$ cat config.mk
export PLATFORM = sky130hd
export DESIGN_NAME = div_iter_flat
export DESIGN_NICKNAME = d
export VERILOG_FILES = /design/src/rtl/div_pkg.sv /design/src/rtl/div_iter_if.sv /design/src/rtl/div_step.sv /design/src/rtl/div_iter.sv /design/src/flat_wrapper.sv
export SDC_FILE = /design/constraint.sdc
export NUM_CORES = 1
export LEC_CHECK = 0
export ABC_CLOCK_PERIOD_IN_PS = 6400
export CORE_AREA = 2 2 221 223
export DETAILED_ROUTE_END_ITERATION = 7
export DIE_AREA = 0 0 223 225
export PLACE_DENSITY_LB_ADDON = 0.25
export SLEW_MARGIN = 20
export SYNTH_ARGS = -nofsm -noshare
export SYNTH_HDL_FRONTEND = slang
export SYNTH_SLANG_ARGS = --single-unit
$ cat constraint.sdc
create_clock -name clk -period 6.4 [get_ports clk]
set_clock_uncertainty 0.2 [all_clocks]
set_input_delay 0.64 -clock clk [delete_from_list [all_inputs] [get_ports clk]]
set_output_delay 0.64 -clock clk [all_outputs]
set_load 0.01 [all_outputs]
$ cat src/rtl/div_pkg.sv
// Shared types and constants for the iterative RV32M divider.
package div_pkg;

  typedef enum logic [1:0] {
    DIV  = 2'b00,
    DIVU = 2'b01,
    REM  = 2'b10,
    REMU = 2'b11
  } div_op_e;

  typedef enum logic [1:0] {
    IDLE  = 2'b00,
    SETUP = 2'b01,
    ITER  = 2'b10,
    FIN   = 2'b11
  } div_state_e;

  localparam int          DIV_ITERS  = 32;
  localparam int          DIV_CNT_W  = 5;
  localparam logic [31:0] DIV_OVF_Q  = 32'h8000_0000;
  localparam logic [31:0] DIV_ZERO_Q = 32'hFFFF_FFFF;

endpackage

$ cat src/rtl/div_iter_if.sv
// Start/busy/done handshake bundle between execute and the divider.
// Optional FLUSH wire is present only when DIV_FLUSH_EN is defined.
interface div_iter_if #(parameter int XLEN = 32);

  logic            EN;
  logic [1:0]      DIV_OP;
  logic [XLEN-1:0] RS1;
  logic [XLEN-1:0] RS2;
  logic [XLEN-1:0] RESULT;
  logic            BUSY;
  logic            DONE;
`ifdef DIV_FLUSH_EN
  logic            FLUSH;
`endif

  modport master (
`ifdef DIV_FLUSH_EN
    output FLUSH,
`endif
    output EN, DIV_OP, RS1, RS2,
    input  RESULT, BUSY, DONE
  );

  modport slave (
`ifdef DIV_FLUSH_EN
    input  FLUSH,
`endif
    input  EN, DIV_OP, RS1, RS2,
    output RESULT, BUSY, DONE
  );

endinterface

$ cat src/rtl/div_step.sv
// One combinational restoring-division step on the {rem, quo} pair.
module div_step #(
  parameter int XLEN = 32
) (
  input  logic [XLEN-1:0] rem,
  input  logic [XLEN-1:0] quo,
  input  logic [XLEN-1:0] divisor,
  output logic [XLEN-1:0] next_rem,
  output logic [XLEN-1:0] next_quo
);

  logic [XLEN:0]   rem_sh;
  logic [XLEN-1:0] diff;
  logic            fits;

  // The shifted remainder needs XLEN+1 bits for the compare, but the
  // difference always fits in XLEN bits once the trial succeeds.
  always_comb begin
    rem_sh   = {rem, quo[XLEN-1]};
    fits     = (rem_sh >= {1'b0, divisor});
    diff     = rem_sh[XLEN-1:0] - divisor;
    next_rem = fits ? diff : rem_sh[XLEN-1:0];
    next_quo = {quo[XLEN-2:0], fits};
  end

endmodule

$ cat src/rtl/div_iter.sv
// Iterative radix-2 restoring divider for DIV/DIVU/REM/REMU.
// Define DIV_FLUSH_EN to add the FLUSH abort input.
module div_iter
  import div_pkg::*;
#(
  parameter int XLEN = 32
) (
  input  logic       clk,
  input  logic       nrst,
  div_iter_if.slave  bus
);

  div_state_e           state, next_state;
  div_op_e              op_q;
  logic [XLEN-1:0]      a_q, b_q;
  logic [XLEN-1:0]      rem_q, quo_q, dvsr_q;
  logic [XLEN-1:0]      result_q, fin_value;
  logic [XLEN-1:0]      step_rem, step_quo;
  logic [DIV_CNT_W-1:0] cnt_q;
  logic                 q_neg, r_neg;
  logic                 flush, start, load_result;
  logic                 is_signed, is_rem, div_zero, sgn_ovf, special;
  logic                 busy, done;

`ifdef DIV_FLUSH_EN
  assign flush = bus.FLUSH;
`else
  assign flush = 1'b0;
`endif

  assign start     = ((state == IDLE) || (state == FIN)) && bus.EN;
  assign is_signed = (op_q == DIV) || (op_q == REM);
  assign is_rem    = (op_q == REM) || (op_q == REMU);
  assign div_zero  = (b_q == '0);
  assign sgn_ovf   = is_signed && (a_q == DIV_OVF_Q) && (b_q == '1);
  assign special   = div_zero || sgn_ovf;

  div_step #(.XLEN(XLEN)) u_step (
    .rem      (rem_q),
    .quo      (quo_q),
    .divisor  (dvsr_q),
    .next_rem (step_rem),
    .next_quo (step_quo)
  );

  always_ff @(posedge clk or negedge nrst) begin
    if (!nrst) state <= IDLE;
    else       state <= next_state;
  end

  always_comb begin
    next_state = state;
    unique case (state)
      IDLE:    if (bus.EN) next_state = SETUP;
      SETUP:   next_state = special ? FIN : ITER;
      ITER:    if (cnt_q == '0) next_state = FIN;
      FIN:     next_state = bus.EN ? SETUP : IDLE;
      default: next_state = IDLE;
    endcase
    if (flush) next_state = IDLE;
  end

  always_comb begin
    busy = (state != IDLE);
    done = (state == FIN);
  end

  assign bus.BUSY   = busy;
  assign bus.DONE   = done;
  assign bus.RESULT = result_q;

  // The final value is formed on the edge that enters FIN, so RESULT is
  // already valid during the DONE cycle and then simply holds.
  assign load_result = !flush &&
                       (((state == SETUP) && special) ||
                        ((state == ITER) && (cnt_q == '0)));

  always_comb begin
    fin_value = '0;
    if (state == SETUP) begin
      if (div_zero) fin_value = is_rem ? a_q : DIV_ZERO_Q;
      else          fin_value = is_rem ? '0  : DIV_OVF_Q;
    end else if (is_rem) begin
      fin_value = r_neg ? -step_rem : step_rem;
    end else begin
      fin_value = q_neg ? -step_quo : step_quo;
    end
  end

  always_ff @(posedge clk or negedge nrst) begin
    if (!nrst) begin
      op_q     <= DIV;
      a_q      <= '0;
      b_q      <= '0;
      rem_q    <= '0;
      quo_q    <= '0;
      dvsr_q   <= '0;
      cnt_q    <= '0;
      q_neg    <= 1'b0;
      r_neg    <= 1'b0;
      result_q <= '0;
    end else begin
      if (start && !flush) begin
        a_q  <= bus.RS1;
        b_q  <= bus.RS2;
        op_q <= div_op_e'(bus.DIV_OP);
      end
      if (state == SETUP) begin
        q_neg  <= is_signed && (a_q[XLEN-1] ^ b_q[XLEN-1]);
        r_neg  <= is_signed && a_q[XLEN-1];
        rem_q  <= '0;
        quo_q  <= (is_signed && a_q[XLEN-1]) ? -a_q : a_q;
        dvsr_q <= (is_signed && b_q[XLEN-1]) ? -b_q : b_q;
        cnt_q  <= DIV_CNT_W'(DIV_ITERS - 1);
      end else if (state == ITER) begin
        rem_q <= step_rem;
        quo_q <= step_quo;
        if (cnt_q != '0) cnt_q <= cnt_q - 1'b1;
      end
      if (load_result) result_q <= fin_value;
    end
  end

endmodule

$ cat src/flat_wrapper.sv
// flat-port wrapper written by rule: the top's interface ports become plain ports
module div_iter_flat import div_pkg::*;
#(
  parameter int XLEN = 32
)
  (clk, nrst, bus_EN, bus_DIV_OP, bus_RS1, bus_RS2, bus_RESULT, bus_BUSY, bus_DONE);
  div_iter_if #(.XLEN(XLEN)) bus_i ();
  input  logic clk;
  input  logic nrst;
  input wire logic [$bits(bus_i.EN)-1:0] bus_EN;
  input wire logic [$bits(bus_i.DIV_OP)-1:0] bus_DIV_OP;
  input wire logic [$bits(bus_i.RS1)-1:0] bus_RS1;
  input wire logic [$bits(bus_i.RS2)-1:0] bus_RS2;
  output wire logic [$bits(bus_i.RESULT)-1:0] bus_RESULT;
  output wire logic [$bits(bus_i.BUSY)-1:0] bus_BUSY;
  output wire logic [$bits(bus_i.DONE)-1:0] bus_DONE;
  assign bus_i.EN = bus_EN;
  assign bus_i.DIV_OP = bus_DIV_OP;
  assign bus_i.RS1 = bus_RS1;
  assign bus_i.RS2 = bus_RS2;
  assign bus_RESULT = bus_i.RESULT;
  assign bus_BUSY = bus_i.BUSY;
  assign bus_DONE = bus_i.DONE;
  div_iter #(.XLEN(XLEN)) u_core (.clk(clk), .nrst(nrst), .bus(bus_i));
endmodule
### Word-level counts from Yosys, hierarchy flattened

Index checks and enable logic that the tools add are counted.

* add/sub/neg operators: 6
* multiply operators: 0
* div/mod/pow operators: 0
* magnitude comparators: 1
* eq/ne operators: 9
* shift operators: 0
* mux-type cells: 22
* bitwise gates (word level): 1
* reductions and logical operators: 23

Operators by type and width (count)
* 2-to-1 mux 32 bit: 14
* negator 32 bit: 4
* equality test 32 bit, second input constant: 2
* greater-or-equal comparator 33 x 32 -> 1 bit: 1
* logical NOT 32 bit: 1
* subtractor 32 bit: 1
* 2-to-1 mux 5 bit: 3
* equality test 2 bit, second input constant: 4
* logical AND 1 bit: 8
* one-hot mux 2 bit (4 select lines): 1
* nonzero test 2 bit: 3
* logical NOT 5 bit: 1
* logical OR 1 bit: 5
* nonzero test 5 bit: 1
* subtractor 5 x 1 -> 5 bit, second input constant: 1
* logical NOT 2 bit: 2
* 2-to-1 mux 2 bit: 2
* AND reduction 2 bit: 2
* equality test 2 x 1 -> 1 bit, second input constant: 1
* 2-to-1 mux 1 bit: 2
* inequality test 2 x 1 -> 1 bit, second input constant: 1
* inequality test 2 bit, second input constant: 1
* XOR 1 bit: 1

* flip-flop bits (word level): 203
* bits in latches: 0
* bits in writable memories: 0
* ROM bits: 0
* input port bits: 69
* output and inout port bits: 34
* logic and storage cells: 73
* memories kept: 0

### Longest topological paths before layout

* word-level depth: 7
* mapped depth: 24
* mapped depth without buffers: 18

### Hierarchy

Synthesis repeated with hierarchy kept, for this count alone.

* cell total of the unflattened synthesis: 1550
* area total of the unflattened synthesis: 14283.7 µm²

By module, submodules not included
* div_iter: instances 1, cells an instance 1195, area an instance 11712.5 µm², sequential area each 5079.9 µm²
* div_step: instances 1, cells an instance 355, area an instance 2571.2 µm², sequential area each 0.0 µm²

### Worst setup path before layout

No wires, ideal clock.

* path kind: flip-flop to flip-flop
* start point: register u_core.rem_q[10]
* end point: register u_core.result_q[26] (netlist: u_core.bus.RESULT[26])
* setup time: 0.073 ns
* arrival: 5.324 ns
* data required time: 6.127 ns
* path slack: 0.803 ns
* cell stages (with the launch flop): 23
* path buffers: 6
* period minus slack after synthesis: 5.597 ns
* path through: dfrtp_1 > ha_1 > buf_4 > nand4_4 > nor4_4 > o211ai_2 > a2111oi_4 > or2_1 > buf_6 > clkbuf_1 > clkbuf_1 > clkbuf_1 > nand2_1 > o21ai_0 > ha_1 > and3_1 > mux2i_1 > a211o_1 > or4_1 > buf_2 > a311o_1 > o31a_1 > a21oi_2

* cells in the longest elaborated chain, start to end: 6
* elaborated cells on any way between the ends: 9
* classes of those cells: add/sub (3); order compare (1); mux (5)

RTL lines
* start, declared: line div_iter.sv:16 `logic [XLEN-1:0] rem_q, quo_q, dvsr_q;`
* start signal, assigned: line div_iter.sv:116 `rem_q <= step_rem;`
* subtractor 32 bit / greater-or-equal comparator 33 x 32 -> 1 bit (equally long branches): line div_step.sv:21, div_step.sv:20
* 2-to-1 mux 32 bit: line div_step.sv:22 `next_rem = fits ? diff : rem_sh[XLEN-1:0];`
* negator 32 bit: line div_iter.sv:84 `fin_value = r_neg ? -step_rem : step_rem;`
* 2-to-1 mux 32 bit: line div_iter.sv:84
* 2-to-1 mux 32 bit (*): line div_iter.sv:83 `end else if (is_rem) begin`
* 2-to-1 mux 32 bit (*): line div_iter.sv:80 `if (state == SETUP) begin`
* end signal, assigned: line div_iter.sv:120 `if (load_result) result_q <= fin_value;`
* end, declared: line div_iter.sv:17 `logic [XLEN-1:0] result_q, fin_value;`

Every way passes the cells marked *; elsewhere a longest branch is shown, timed or not.
A chain may end at the register's enable or synchronous reset.

### Worst setup path after layout

* start point: register u_core.rem_q[7]
* end point: register u_core.result_q[26] (netlist: u_core.bus.RESULT[26])

The elaborated chain is that of the path after synthesis.

==> impl_metrics.sql <==
INSERT INTO impl_metrics (metric_group, metric, value, unit) VALUES
('critical_path', 'setup.worst_path.start_class', 'flop', ''),
('critical_path', 'worstPathArrival', '5840', 'ps'),
('timing', 'whs', '-30.45', 'ps'),
('yosys', 'synthesis.instances', '1671', ''),
('timing', 'report.final.hold_viol_count', '15', ''),
('yosys', 'synth_seq_area_share', '35.70', '%'),
('critical_path', 'flop_to_flop_setup_slack', '840', 'ps'),
('power', 'report.power.total', '10.21', 'mW'),
('timing', 'finalSetupTns', '0', 'ps'),
('die', 'dieHeight', '225', 'um'),
('grt', 'global_route_wire_length_before_repair', '74.06', 'mm'),
('placement', 'routability_congestion', '0.8996', ''),
('critical_path', 'worst-path-buf-inv', '1', ''),
('placement', 'placed_cells', '2307', ''),
('flow_run', 'max-cap-violations', '0', ''),
('route', 'number_of_nets_with_antenna_violations_after_detailed_routing', '0', ''),
('grt', 'via_count_of_the_first_global_routing_pass', '12492', ''),
('critical_path', 'cp_top_family', 'compound AO/OA/AOI/OAI gates', ''),
('run_status', 'violations', 'negative hold slack', ''),
('critical_path', 'endpoint_kind', 'flop', ''),
('grt', 'grt_overflow', '0', ''),
('yosys', 'number_of_enable_type_register_cells_in_the_synthesized_netlist', '0', ''),
('layout', 'antenna-diode-count', '0', ''),
('placement', 'place_ws', '950.0', 'ps'),
('critical_path', 'cpMaxStageDelayCell', 'or4_1', ''),
('grt', 'maximum_number_of_pins_on_one_net_before_global_route_repair', '169', ''),
('layout', 'flow.area_growth_from_synthesis', '16.87', '%'),
('clock_tree', 'tritoncts_num_sinks', '203', ''),
('critical_path', 'worst-path-stages', '17', ''),
('critical_path', 'reg2regPathDepth', '17', ''),
('power', 'power_per_cell_area', '613.7', 'nW/um^2'),
('grt', 'number_of_antenna_violations_at_the_first_check_in_global_routing', '0', ''),
('die', 'dieArea', '50180', 'um^2'),
('timing', 'setup_viol_count_final', '0', ''),
('route', 'post_drt_wl_per_cell', '20.25', 'um'),
('clock_tree', 'worst_skew_pair.late_latency', '550', 'ps'),
('clock_tree', 'htree_levels', '1', ''),
('yosys', 'syn_area_per_cell', '8.517', 'um^2'),
('timing', 'timing.fmax', '0.1799', 'GHz'),
('power', 'leakage', '6.660', 'nW'),
('layout', 'num-nets-final', '1835', ''),
('clock_tree', 'cts_hold_repair.buffers', '0', ''),
('route', 'wirelength', '47.65', 'mm'),
('yosys', 'netlist_area', '14230', 'um^2'),
('yosys', 'synthArstFlopShare', '100.0', '%'),
('placement', 'post-dp-hpwl', '35.70', 'mm'),
('route', 'dr.pass1.iters', '5', ''),
('clock_tree', 'post_cts_resized', '0', ''),
('layout', 'final_util', '34.98', '%'),
('timing', 'postLayoutSetupSlackWorst', '839.9', 'ps'),
('yosys', 'synth_nets', '1785', ''),
('clock_tree', 'post_cts_setup_buffer_count', '0', ''),
('run_status', 'run_status', 'finished with violations', ''),
('route', 'drcViolationCount', '0', ''),
('critical_path', 'critical_path.max_stage_delay', '640', 'ps'),
('clock_tree', 'clock_tree.buffer_depth', '3', ''),
('grt', 'grt.total_usage', '18.81', '%'),
('yosys', 'yosys_warnings', '0', ''),
('timing', 'slew_headroom', '28.67', '%'),
('clock_tree', 'ctsRootBufferMaster', 'clkbuf_16', ''),
('layout', 'post_route_cells_drive_above_1_share', '9.724', '%'),
('timing', 'fin_crit', '5560', 'ps'),
('clock_tree', 'worst_setup_hold_path_clk_slew', '60', 'ps'),
('layout', 'mostFrequentLayoutCells', 'dfrtp_1 (202), a21oi_1 (165), nor2_1 (164)', ''),
('route', 'vias_per_cell', '5.436', ''),
('hold_path', 'hold_path.class', 'in2async', ''),
('layout', 'stdcell_count', '2353', ''),
('timing', 'grt_setup_unrepaired', 'false', ''),
('clock_tree', 'cts_bufs_inserted', '26', ''),
('die', 'num_rows', '80', ''),
('yosys', 'ys.flop_type', 'dfrtp_1', '');
[logic make-up after synthesis]
family,count (synthesis),share of synthesized area (%)
AOI/OAI and AO/OA,486,21.07
xor gates and xnor gates,134,8.247
adders and majority gates,45,4.009
buffers and inverters,205,5.715
DFF,203,35.70
and+or+nand+nor,483,16.41
muxes,115,8.854
[synth_stat cells (9+ instances only)]
master / number / share of area [%]
clkbuf_1: 75 / 2.0
a21o_1: 13 / 0.69
dfrtp_1: 203 / 36
inv_1: 102 / 2.7
xor2_1: 48 / 3.0
nor4_1: 13 / 0.57
o21a_1: 10 / 0.53
a31oi_1: 22 / 0.97
nor2_1: 164 / 4.3
nor2b_1: 9 / 0.40
o31ai_1: 24 / 1.3
a211oi_1: 14 / 0.74
mux2_2: 87 / 6.9
o22ai_1: 35 / 1.5
buf_1: 13 / 0.34
nand2_1: 116 / 3.1
o41ai_1: 10 / 0.62
o211ai_1: 13 / 0.69
nor3_1: 36 / 1.3
mux2i_1: 28 / 2.0
xnor2_1: 86 / 5.3
ha_1: 44 / 3.9
o21ai_0: 114 / 4.0
nand4_1: 26 / 1.1
a21oi_1: 165 / 5.8
nand3_1: 27 / 0.95
nand2b_1: 20 / 0.88
or3_1: 16 / 0.70
[how the worst max path moves through the flow]
stage,from,endpoint,slack (ps)
2_1_floorplan,u_core.rem_q[10],u_core.bus.RESULT[26],800
3_3_place_gp,u_core.rem_q[10],u_core.bus.RESULT[26],1090
3_5_place_dp,u_core.rem_q[7],u_core.bus.RESULT[26],950
4_1_cts,u_core.rem_q[10],u_core.bus.RESULT[26],900
5_1_grt,u_core.rem_q[19],u_core.bus.RESULT[26],500
6_report,u_core.rem_q[7],u_core.bus.RESULT[26],840
[where the power goes]
part | switching [mW] | leakage (nW) | internal (mW)
combinational | 3.75 | 3.80 | 2.47
clock | 0.575 | 0.398 | 0.837
sequential | 0.706 | 2.46 | 1.88
total | 5.03 | 6.66 | 5.18
[layout make-up]
class / count / area, um^2
Timing Repair Buffer: 124 / 1215
Clock buffer: 41 / 788.3
Multi-Input combinational cell: 1263 / 8363
Fill cell: 4919 / 30910
Tap cell: 615 / 769.5
Sequential cell: 203 / 5081
Clock inverter: 4 / 26.28
Inverter: 103 / 389.1
[sequential cells by signal, summed over array words and instances, names as in the netlist, 5 cells and up]
register,flops
u_core.a_q,32
u_core.bus.RESULT,32
u_core.b_q,32
u_core.rem_q,32
u_core.dvsr_q,32
u_core.quo_q,32
u_core.cnt_q,5
[through the flow]
step / area, um^2 / hold slack (ps)
after floorplan: 14230 / 144.4
after global placement: 15800 / 264.9
after detailed placement: 15800 / 289.0
after CTS: 16610 / 0.9021
after global routing: 16630 / 34.95
final: 16630 / -30.45
[metal layers]
layer | track usage [%] | part of all wire, %
met5 | 0 | 0
met4 | 5.218 | 2.6
met3 | 3.012 | 5.8
met2 | 29.82 | 45
met1 | 26.50 | 47
Note: power is estimated with default switching activity, not from simulation.
